`config.mk`:
```
export PLATFORM = sky130hd
export DESIGN_NAME = fifo_counted
export DESIGN_NICKNAME = d
export VERILOG_FILES = /design/src/rtl/fifo_counted.sv
export SDC_FILE = /design/constraint.sdc
export NUM_CORES = 1
export LEC_CHECK = 0
export CAP_MARGIN = 25
export CORE_UTILIZATION = 50
export DETAILED_ROUTE_END_ITERATION = 16
export GPL_ROUTABILITY_DRIVEN = 0
export PLACE_DENSITY = 0.81
export SYNTH_ARGS = -nofsm -noshare
export SYNTH_HDL_FRONTEND = slang
export SYNTH_SLANG_ARGS = --single-unit
```
`constraint.sdc`:
```
create_clock -name clk -period 2.7 [get_ports clk]
set_clock_uncertainty 0.05 [all_clocks]
set_input_delay 0.405 -clock clk [delete_from_list [all_inputs] [get_ports clk]]
set_output_delay 0.405 -clock clk [all_outputs]
set_load 0.02 [all_outputs]
```
`src/rtl/fifo_counted.sv`:
```
// fifo_counted: single-clock FIFO with occupancy count, almost-full/empty flags, sticky errors and flush.
// Define FIFO_FWFT_EN for first-word-fall-through read_data; otherwise read_data is registered.
module fifo_counted #(
    parameter int unsigned address_bits       = 3,
    parameter int unsigned bits_per_word      = 8,
    parameter int unsigned almost_full_level  = 6,
    parameter int unsigned almost_empty_level = 1
) (
    input  logic                     clk,
    input  logic                     areset,
    input  logic                     write,
    input  logic [bits_per_word-1:0] write_data,
    input  logic                     read,
    output logic [bits_per_word-1:0] read_data,
    input  logic                     flush,
    input  logic                     clear_errors,
    output logic                     full,
    output logic                     empty,
    output logic                     almost_full,
    output logic                     almost_empty,
    output logic [address_bits:0]    count,
    output logic                     overflow,
    output logic                     underflow
);
    localparam int unsigned depth = 2 ** address_bits;
    localparam logic [address_bits:0] depth_cnt = (address_bits + 1)'(depth);
    localparam logic [address_bits:0] af_cnt    = (address_bits + 1)'(almost_full_level);
    localparam logic [address_bits:0] ae_cnt    = (address_bits + 1)'(almost_empty_level);

    logic [bits_per_word-1:0] mem [depth];
    logic [address_bits-1:0]  wr_ptr;
    logic [address_bits-1:0]  rd_ptr;
    logic                     wr_ok;
    logic                     rd_ok;
    logic                     ov_set;
    logic                     un_set;

    always_comb begin
        full         = (count == depth_cnt);
        empty        = (count == '0);
        almost_full  = (count >= af_cnt);
        almost_empty = (count <= ae_cnt);
    end

    // Acceptance is judged on the pre-edge count, so a read on empty never sees the same-cycle write.
    always_comb begin
        wr_ok  = write & ~full  & ~flush;
        rd_ok  = read  & ~empty & ~flush;
        ov_set = write & full   & ~flush;
        un_set = read  & empty  & ~flush;
    end

    always_ff @(posedge clk) begin
        if (wr_ok) begin
            mem[wr_ptr] <= write_data;
        end
    end

    always_ff @(posedge clk or posedge areset) begin
        if (areset) begin
            wr_ptr <= '0;
            rd_ptr <= '0;
            count  <= '0;
        end else if (flush) begin
            wr_ptr <= '0;
            rd_ptr <= '0;
            count  <= '0;
        end else begin
            if (wr_ok) begin
                wr_ptr <= wr_ptr + 1'b1;
            end
            if (rd_ok) begin
                rd_ptr <= rd_ptr + 1'b1;
            end
            unique case ({wr_ok, rd_ok})
                2'b10:   count <= count + 1'b1;
                2'b01:   count <= count - 1'b1;
                default: count <= count;
            endcase
        end
    end

    // A new error in the same cycle as clear_errors leaves the flag set.
    always_ff @(posedge clk or posedge areset) begin
        if (areset) begin
            overflow  <= 1'b0;
            underflow <= 1'b0;
        end else begin
            overflow  <= ov_set | (overflow  & ~clear_errors);
            underflow <= un_set | (underflow & ~clear_errors);
        end
    end

`ifdef FIFO_FWFT_EN
    always_comb begin
        read_data = mem[rd_ptr];
    end
`else
    always_ff @(posedge clk or posedge areset) begin
        if (areset) begin
            read_data <= '0;
        end else if (rd_ok) begin
            read_data <= mem[rd_ptr];
        end
    end
`endif

endmodule

```
== Yosys cells after proc, flatten, opt, wreduce, memory -nomap -nowiden ==
Memory sizes are Yosys's and may differ from the RTL's. A register that Yosys moved wholly into a read port is not among the register bits.
Cells that the tools add are included.
Word-level totals
  flip-flop bits (word level): 12
  memory bits (writable): 64
  output and inout port bits: 18
  memories: 1
Memory list
  mem: depth 8, bits a word 8, read ports 1, clocked after memory_dff 1, wr ports 1, line 30  | logic [bits_per_word-1:0] mem [depth];
Cells by class
  add/subtract/negate cells: 4
  magnitude comparators: 2
  eq/ne operators: 3
  muxes and demuxes: 8
  bitwise operators: 16
  reductions and logical operators: 4
Operator list (count)
  $mux 3: 4
  $and 1x1->1: 10
  $pmux 4 s2: 1
  $add 3x1->3 const B: 2
  $add 4x1->4 const B: 1
  $eq 4x4->1 const B: 1
  $ge 4x3->1 const B: 1
  $le 4x1->1 const B: 1
  $logic_not 4->1: 1
  $mux 4: 1
  $not 1->1: 4
  $reduce_bool 2->1: 2
  $sub 4x1->4 const B: 1
  $reduce_bool 3->1: 1
  $eq 2x1->1 const B: 1
  $eq 2x2->1 const B: 1
  $mux 1: 2
  $or 1x1->1: 2

== Longest topological paths before layout ==
  word-level depth: 7
  mapped depth: 8
  mapped depth without buffers: 8

== Worst setup path before layout ==
OpenSTA, ideal clock, no wires.
  kind: reg2reg
  from: register count[0]
  to: memory mem[0][0], enable pin
  arrival time: 2.447 ns
  path slack: -0.181 ns
  stages on the path, launching flop included: 8
  buffers on the path: 0
  clock period less this slack: 2.881 ns
  path through: dfrtp_1 inv_1 ha_1 nor2b_1 nand2_1 inv_1 or4_1 nor3_1
Between the ends
  longest elaborated chain between the ends: 6
RTL lines
  start: declaration: line 21  | output logic [address_bits:0] count,
  start signal: assignment: line 76  | 2'b10: count <= count + 1'b1;
  start signal: assignment: line 77  | 2'b01: count <= count - 1'b1;
  start signal: assignment: line 78  | default: count <= count;
  $eq 4x4->1: line 39  | full = (count == depth_cnt);
  net full: line 17  | output logic full,
  $not 1->1: line 47  | wr_ok = write & ~full & ~flush;
  $and 1x1->1 (2 in a row): line 47
  $mux 1: line 54  | if (wr_ok) begin
  $mux 1 (not written as such): line 55  | mem[wr_ptr] <= write_data;
  end: declaration: line 30
The timed path passes the listed nets, and every way through them passes these cells.

== Worst setup path in the final report ==
  from: register count[0]
  to: output full
Between the ends
  longest elaborated chain between the ends: 1
RTL lines (line)
  $eq 4x4->1: 39
  end: declaration: 17
Every way passes these cells.

==> results.py <==
metrics = {
    "yosys": {
        "synth_common_cells": "64 x edfxtp_1, 21 x nor2_1, 20 x dfrtp_1, 16 x mux4_2, 12 x a21oi_1",
        "synth-edff-count": 64,
        "yosysTopAreaCell": "edfxtp_1",
        "syn_area_sq_mm": 0.00347,
        "synth_area_leaders": "edfxtp_1 55%, dfrtp_1 14%, mux4_2 10%",
        "synth_fp_nets": 231,
        "synth_top_cell_area_share_pct": 55.4,
        "ys_seq_elements": 84,
        "synth_top_family_by_area": "multiplexers",
        "synth_most_common_cell": "edfxtp_1",
        "synth_compound_area_share_pct": 4.44,
        "synth-simple-area-share_pct": 6.78,
        "synthArstFlopShare_pct": 23.8,
        "muxShareOfSynthArea_pct": 13.3,
        "syn_inst": 211,
        "yosysUniqueCellTypes": 34,
        "ys_warn_count": 0,
        "syn_avg_cell_area_sq_um": 16.4,
        "synth_xor_area_share_pct": 1.52,
        "synthFlopType": "edfxtp_1",
        "yosysSeqAreaShare_pct": 69.9,
        "synth_fa_ha_area_share_pct": 2.17,
    },
    "floorplan": {
        "coreArea_sq_mm": 0.00653,
        "die_area_sq_mm": 0.00727,
        "die_w_microns": 85.3,
        "fp.dieH_microns": 85.3,
        "pin_count": 32,
        "fp-row-count": 29,
        "start_util_pct": 53.1,
    },
    "cts": {
        "htree_levels": 3,
        "cts_root_buf": "clkbuf_8",
        "cts_hold_buf": 0,
        "numCtsBuffers": 9,
        "cts_sinks": 84,
        "path_clk_slew_ns": 0.09,
        "cts_tree": "yes",
        "insertion_delay_ns": 0.34,
        "cts.path.max_buffers": 2,
    },
    "global_route": {
        "grt_max_degree": 21,
        "grt_pass1_vias": 1790,
        "grt_overflow": 0,
        "grt_first_pass_wirelength_microns": 9760,
        "grt_antenna_before_repair": 0,
        "grtUsageTotal_pct": 18.8,
    },
    "setup_path": {
        "r2r_slack_ns": 0.34,
        "r2r-end": "mem[0][5]$_DFFE_PP_",
        "crit_type": "flop to output pin",
        "startpoint": "count[0]$_DFFE_PP0P_",
        "worstRegToRegCells": 8,
        "endpoint_kind": "output pin",
        "cp.arrival_ns": 1.97,
        "startpoint_type": "flop",
        "r2r_start": "count[0]$_DFFE_PP0P_",
        "cp-endpoint": "full",
        "critPathMaxFanout": 6,
        "required_ns": 2.25,
    },
    "routing": {
        "drcViolationCount": 0,
        "postRouteAntennaNets": 0,
        "vias_per_cell": 5.51,
        "drtIter0Drc": 116,
        "wl_per_cell_microns": 18.0,
        "firstDrtPassIters": 4,
        "wl_microns": 6100,
        "via_count": 1869,
    },
    "sta": {
        "tightest_slew_ns": 0.804,
        "rsz0062_at_grt": "no",
        "fmax_ghz": 0.412,
        "finalCritPeriodShare_pct": 89.9,
        "whs_ns": 0.438,
        "setup_ws_ns": 0.272,
        "fin_crit_ns": 2.43,
        "hold_viol": 0,
        "setup_tns_ns": 0,
        "slew_violations": 0,
        "finalSetupViolCount": 0,
        "max_slew_margin_pct": 46.4,
    },
    "layout": {
        "final_area_sq_mm": 0.00414,
        "diodes": 0,
        "drive_gt1_share_pct": 19.5,
        "final_nets": 277,
        "final_cells": 339,
        "area_delta_synth_final_pct": 19.3,
    },
    "flow_run": {
        "cap_violations": 0,
    },
    "power_and_ir_drop": {
        "switchingPower_mw": 1.13,
        "combPwrFrac_pct": 31.1,
        "p_per_area_mw_per_mm2": 876,
        "clockPowerShare_pct": 24.8,
        "p_sw_share_pct": 31.2,
        "peakVddDrop_v": 0.000437,
        "p_seq_share_pct": 44.1,
        "p_int_mw": 2.49,
        "p_leak_nw": 1.44,
    },
    "placement": {
        "dp_cells": 323,
        "place_area_sq_mm": 0.00394,
        "dp_hpwl_microns": 4110,
        "numPortBuffers": 31,
        "dp_slack_ns": 0.292,
    },
    "min_path": {
        "hp-class": "input port to async pin",
    },
    "status": {
        "outcome": "finished clean",
    },
}
sequential cells by signal (all words and copies together) (netlist names):
signal and count:
overflow 1, count 4, read_data 8, rd_ptr 3
mem 64, underflow 1, wr_ptr 3
timing repair:
action                                  CTS  global route
resized for setup                         2             0
endpoints found under the setup margin    1             0
buffers inserted                          0             0
placed cells by master, fill, tap and decap left out, types with 5 or more instances in the layout:
cell,synthesis,final
nand2b_1,5,5
nand2_1,7,7
a21oi_1,12,12
nor2_1,21,21
inv_1,6,6
clkbuf_8,0,9
mux2i_1,9,9
ha_1,6,5
nand3_1,5,5
clkdlybuf4s50_1,0,30
buf_4,0,12
xor2_1,5,5
dfrtp_1,20,20
edfxtp_1,64,64
mux4_2,16,16
worst max-delay path, stage by stage (launching register included):
cell,delay [ns]
dfrtp_1,0.44
inv_1,0.14
ha_2,0.26
nor2b_1,0.19
nand2_1,0.16
inv_1,0.10
dlygate4sd2_1,0.33
layer usage:
metal	vias to the layer above	routed length, microns	track usage [%]
li1	897	-	-
met1	922	2990	27.6
met2	44	2760	27.6
met3	6	264	4.96
met4	0	81	6.36
met5	-	0	0
through the flow:
step | total power [mW] | util, %
after global placement | 2.73 | 60.2
after detailed placement | 2.76 | 60.2
final | 3.62 | 63.3
after CTS | 3.66 | 63.3
after floorplan | 2.36 | -
after global routing | 3.82 | 63.3
power groups by stage:
stage	Combinational, mW	Clock, mW	Sequential [mW]
2_1_floorplan	0.657	0	1.71
3_3_place_gp	1.11	0	1.62
3_5_place_dp	1.13	0	1.63
4_1_cts	1.14	0.920	1.60
5_1_grt	1.21	0.986	1.62
6_report	1.13	0.900	1.60
how the worst min path moves through the flow:
stage	from	to	depth (start not counted)
6_report	areset	read_data[1]$_DFFE_PP0P_	2
5_1_grt	read_data[7]$_DFFE_PP0P_	read_data[7]$_DFFE_PP0P_	2
4_1_cts	areset	read_data[1]$_DFFE_PP0P_	2
3_5_place_dp	read_data[5]$_DFFE_PP0P_	read_data[5]$_DFFE_PP0P_	2
3_3_place_gp	read_data[1]$_DFFE_PP0P_	read_data[1]$_DFFE_PP0P_	2
2_1_floorplan	areset	count[0]$_DFFE_PP0P_	1
logic make-up after synthesis:
group | Yosys count
muxes | 26
and+or+nand+nor | 49
AOI/OAI and AO/OA | 24
DFF | 84
adders and majority gates | 6
buffers and inverters | 16
xor gates and xnor gates | 6
area by class of cell:
cell class	instances	area [sq um]
Inverter	8	32.5
Tap cell	77	96.3
Sequential cell	84	2420
Fill cell	453	2400
Clock buffer	10	128
Multi-Input combinational cell	111	986
Timing Repair Buffer	43	399
Clock inverter	6	71.3
Power figures use the tool's default switching activity.
